[config.mk]
export PLATFORM = sky130hd
export DESIGN_NAME = fetch_stage
export DESIGN_NICKNAME = d
export VERILOG_FILES = /design/src/rtl/fetch_stage.sv
export SDC_FILE = /design/constraint.sdc
export NUM_CORES = 1
export LEC_CHECK = 0
export ABC_CLOCK_PERIOD_IN_PS = 1900
export BUFFER_PORTS_ARGS = -buffer_cell sky130_fd_sc_hd__buf_4
export CELL_PAD_IN_SITES_DETAIL_PLACEMENT = 0
export CELL_PAD_IN_SITES_GLOBAL_PLACEMENT = 1
export CORE_MARGIN = 2
export CORE_UTILIZATION = 35
export DETAILED_ROUTE_END_ITERATION = 7
export PLACE_DENSITY_LB_ADDON = 0.1
export SLEW_MARGIN = 15
export SYNTH_ARGS = -nofsm -noshare
export SYNTH_HDL_FRONTEND = slang
export SYNTH_SLANG_ARGS = --single-unit
[constraint.sdc]
create_clock -name clk -period 1.9 [get_ports clk]
set_input_delay 0.095 -clock clk [delete_from_list [all_inputs] [get_ports clk]]
set_output_delay 0.095 -clock clk [all_outputs]
set_load 0.01 [all_outputs]
[src/rtl/fetch_stage.sv]
// Instruction fetch stage: PC register, next-PC selection, IF/ID pipeline register
// and a sticky fault flag for misaligned redirects and fetches outside the ROM window.
module fetch_stage #(
  parameter int unsigned               DATA_WIDTH   = 32,
  parameter logic [DATA_WIDTH-1:0]     RESET_VECTOR = 32'hBFC00000,
  parameter int unsigned               ROM_BYTES    = 4096
) (
  input  logic                  clk,
  input  logic                  rst_n,
  input  logic                  stall_f,
  input  logic                  flush_d,
  input  logic                  pc_src_e,
  input  logic [DATA_WIDTH-1:0] pc_target_e,
  output logic [DATA_WIDTH-1:0] pc_f,
  input  logic [DATA_WIDTH-1:0] instr_f,
  output logic [DATA_WIDTH-1:0] instr_d,
  output logic [DATA_WIDTH-1:0] pc_d,
  output logic [DATA_WIDTH-1:0] pc_plus4_d,
  output logic                  valid_d,
  output logic                  fetch_fault
);

  localparam logic [DATA_WIDTH-1:0] Nop      = DATA_WIDTH'(32'h00000013);
  localparam logic [DATA_WIDTH-1:0] Four     = DATA_WIDTH'(4);
  // Window bounds carried one bit wider so RESET_VECTOR + ROM_BYTES cannot wrap.
  localparam logic [DATA_WIDTH:0]   RomLo    = {1'b0, RESET_VECTOR};
  localparam logic [DATA_WIDTH:0]   RomSize  = (DATA_WIDTH + 1)'(ROM_BYTES);
  localparam logic [DATA_WIDTH:0]   RomHi    = RomLo + RomSize - (DATA_WIDTH + 1)'(4);

  logic [DATA_WIDTH-1:0] pc_q, pc_next;
  logic [DATA_WIDTH-1:0] instr_q, instr_next;
  logic [DATA_WIDTH-1:0] pcd_q, pcd_next;
  logic [DATA_WIDTH-1:0] p4_q, p4_next;
  logic                  valid_q, valid_next;
  logic                  fault_q, fault_next;

  logic [DATA_WIDTH-1:0] pc_plus4_f;
  logic [DATA_WIDTH:0]   pc_ext;
  logic                  capture;
  logic                  out_of_window;
  logic                  misaligned;

  assign pc_f          = pc_q;
  assign pc_plus4_f    = pc_q + Four;
  assign pc_ext        = {1'b0, pc_q};
  assign capture       = !flush_d && !stall_f;
  assign out_of_window = (pc_ext < RomLo) || (pc_ext > RomHi);
  assign misaligned    = pc_src_e && (pc_target_e[1:0] != 2'b00);

  // Redirect wins over stall so a taken branch is never dropped.
  always_comb begin
    pc_next = pc_plus4_f;
    if (pc_src_e) begin
      pc_next = {pc_target_e[DATA_WIDTH-1:2], 2'b00};
    end else if (stall_f) begin
      pc_next = pc_q;
    end
  end

  always_comb begin
    instr_next = instr_q;
    pcd_next   = pcd_q;
    p4_next    = p4_q;
    valid_next = valid_q;
    if (flush_d) begin
      instr_next = Nop;
      pcd_next   = '0;
      p4_next    = '0;
      valid_next = 1'b0;
    end else if (!stall_f) begin
      instr_next = instr_f;
      pcd_next   = pc_q;
      p4_next    = pc_plus4_f;
      valid_next = 1'b1;
    end
  end

  always_comb begin
    fault_next = fault_q;
    if (misaligned || (capture && out_of_window)) begin
      fault_next = 1'b1;
    end
  end

  always_ff @(posedge clk or negedge rst_n) begin
    if (!rst_n) begin
      pc_q    <= RESET_VECTOR;
      instr_q <= Nop;
      pcd_q   <= '0;
      p4_q    <= '0;
      valid_q <= 1'b0;
      fault_q <= 1'b0;
    end else begin
      pc_q    <= pc_next;
      instr_q <= instr_next;
      pcd_q   <= pcd_next;
      p4_q    <= p4_next;
      valid_q <= valid_next;
      fault_q <= fault_next;
    end
  end

  assign instr_d     = instr_q;
  assign pc_d        = pcd_q;
  assign pc_plus4_d  = p4_q;
  assign valid_d     = valid_q;
  assign fetch_fault = fault_q;

endmodule

==> impl_metrics.ini <==
[timing]
min_period_over_period_pct = 93.3
rsz0062_at_grt = false
final.min_clock_period_ns = 1.77
tns_ns = 0
tightestPinTransition_ns = 0.583
holdWs_ns = 0.0194
setup_viol = 0
max_freq_mhz = 564
finClkSkew_ns = 0.00567
timing.slew.headroom_pct = 61.1
finalHoldViolCount = 0
maxSlewViolCount = 0

[floorplan]
core_sq_mm = 0.0173
die_x_um = 137
dieArea_sq_mm = 0.0187
io_pins = 199
initial_core_util_pct = 35.7
fp.dieH_um = 137
rows = 48

[finish]
multi_input_area_sq_mm = 0.00268
drive_gt1_share_pct = 32.6
post-route-util_pct = 53.6
fin_cells = 1126
register_area_sq_mm = 0.00314
diodes = 0
layout_commonest_cell = buf_4
final_nets = 958
final_cell_mix = buf_4, dfrtp_1, nor2_1
nFillCells = 1593
syn_to_final_growth_pct = 50.0

[placement]
io_buffers = 196
dp.cells = 1032
gp_congestion = 0.780
hpwlAfterDp_mm = 12.6

[drt]
route.detailed.drc = 0
route.final.wire_length_mm = 18.4
antenna_left = 0
maxUsedRoutingLayer = met4
first_iter_violations = 229
wl_met3_um = 882
vias_per_cell = 4.78
vias = 5381
wl_met1_mm = 8.22
first_pass_iters = 4
dr_wl_met2_mm = 9.07
routedWlPerCell_um = 16.3

[clock_tree]
tritoncts = yes
htree_levels = 4
post_cts_buffers = 0
clock_latency_ns = 0.41
clkSinkCount = 125
cts-root-buf = clkbuf_16
cts.path.max_buffers = 2
cts_buffers = 17
cts.clk_slew.worst_paths_ns = 0.06

[setup_path]
critical_path.slowest_cell = nor4b_1
crit_chain = buf_4 -> nor4b_1 -> nand4_1 -> a211o_1
crit_type = flop to flop
critPathTopFamily = simple AND/OR/NAND/NOR gates
crit_path_max_fanout = 5
crit_path_end_kind = flop
critPathBufInv = 1
start_kind = flop
critical_path_arrival_ns = 2.07
critical-path-max-stage-delay_ns = 0.53
worstPathRequired_ns = 2.20

[pwr]
seqPwrFrac_pct = 38.3
switching_share_pct = 26.6
p_int_mw = 5.82
p_leak_nw = 4.44
combPwrFrac_pct = 17.6
ir_worst_vdd_mv = 0.632
p_switching_mw = 2.10
p_clk_share_pct = 44.1
power_mw = 7.92
power_density_mw_per_mm2 = 855

[min_path]
hold_class = input pin to flop

[grt]
gr-total-overflow = 0
grt_pass1_wl_mm = 29.1
track_usage_pct = 20.1
grt_max_degree = 60
grt_pass1_vias = 5537
antenna_found_initial = 0

[synth]
syn_avg_cell_area_sq_um = 9.78
syn_inst = 632
synthFlopType = dfrtp_1
ys_seq_area_share_pct = 50.9
async_reset_ff_share_pct = 100
synth-edff-count = 0
synth-warning-count = 0
synth_area_sq_mm = 0.00618
ys_ff_latch = 125
ys_types = 43

[run]
cap_violations = 0

[status]
outcome = completed
==> state kept, by name (all words and copies together) (netlist names) <==
name and flops:
pc_d 31, pc_plus4_d 30, fetch_fault 1, valid_d 1, pc_f 30, instr_d 32
==> Yosys cell counts, types with 2 or more instances <==
| master | count | area share [%] |
|---|---|---|
| nor3_1 | 13 | 1.1 |
| o21a_1 | 15 | 1.8 |
| clkbuf_2 | 4 | 0.32 |
| nand3b_1 | 2 | 0.24 |
| clkbuf_1 | 33 | 2.0 |
| a211o_1 | 4 | 0.57 |
| and3_1 | 2 | 0.20 |
| buf_2 | 15 | 1.2 |
| a21oi_1 | 25 | 2.0 |
| mux2i_1 | 63 | 10 |
| nand4_1 | 14 | 1.4 |
| nand2_1 | 47 | 2.9 |
| nor2_1 | 92 | 5.6 |
| a21o_1 | 3 | 0.36 |
| dfrtp_1 | 113 | 46 |
| nand3_1 | 25 | 2.0 |
| xor2_1 | 21 | 3.0 |
| dfstp_2 | 12 | 5.1 |
| nor4_1 | 7 | 0.71 |
| o21ai_0 | 28 | 2.3 |
| buf_1 | 2 | 0.12 |
| xnor2_1 | 32 | 4.5 |
| mux2_2 | 2 | 0.36 |
| nor2b_1 | 11 | 1.1 |
| inv_1 | 20 | 1.2 |
| buf_4 | 9 | 1.1 |
| o21ai_1 | 2 | 0.16 |
==> final cells by class <==
type / count / area share, %
well taps: 225 / 3.04
clock inverters: 14 / 2.08
multi-input cells: 424 / 28.9
clock buffers: 18 / 4.74
repair buffers: 300 / 26.5
flip-flops and latches: 125 / 33.9
inverters: 20 / 0.810
==> path summary, 6_finish.rpt <==
path	from	slack, ns	cells after the start	end
hold reg to reg	fetch_fault	0.50	1	fetch_fault
setup / recovery	pc_f[14]	0.13	4	fetch_fault
min in group asynchronous	rst_n	0.20	2	pc_d[19]
setup reg to reg	pc_f[14]	0.13	4	fetch_fault
hold / removal	pc_target_e[1]	0.02	3	fetch_fault
max in group asynchronous	rst_n	1.00	3	pc_f[22]
==> tightest hold or removal path: stages <==
cell and delay [ns]:
buf_4 0.08, o21a_1 0.13, a211o_1 0.10
==> layer usage <==
layer | GRT usage, % | up-vias
met3 | 4.74 | 13
met5 | 0 | -
met2 | 33.5 | 129
met1 | 25.9 | 2630
li1 | - | 2609
met4 | 6.30 | 0
==> through the flow <==
step / setup slack (ns) / area [sq um]
after floorplan: 0.0239 / 6180
after global placement: 0.0716 / 7990
after detailed placement: 0.0708 / 7990
after CTS: 0.0492 / 9240
after global routing: 0.00414 / 9270
final: 0.128 / 9270
==> logic make-up after synthesis <==
family	after synthesis	share of synthesized area, %
AND/OR/NAND/NOR	224	17.2
adder cells (fa/ha/maj)	1	0.202
buffers and inverters	84	6.16
other	1	0.0607
XOR/XNOR	53	7.51
flip-flops	125	50.9
AO/OA/AOI/OAI	79	7.47
multiplexers	65	10.6
==> power by group through the flow <==
stage               Sequential (mW)  Clock (mW)  Combinational, mW
global route                   3.06        3.70               1.53
global placement               3.07           0               1.30
floorplan                      3.12           0              0.564
detailed placement             3.08           0               1.30
CTS                            3.03        3.57               1.42
finish                         3.03        3.49               1.40
==> what timing repair did <==
action	4_1_cts	5_1_grt
setup endpoints to repair	0	6
resized for setup	0	5
hold buffers	62	0
hold endpoints to repair	103	0
Note: power is estimated with default switching activity, not from simulation.
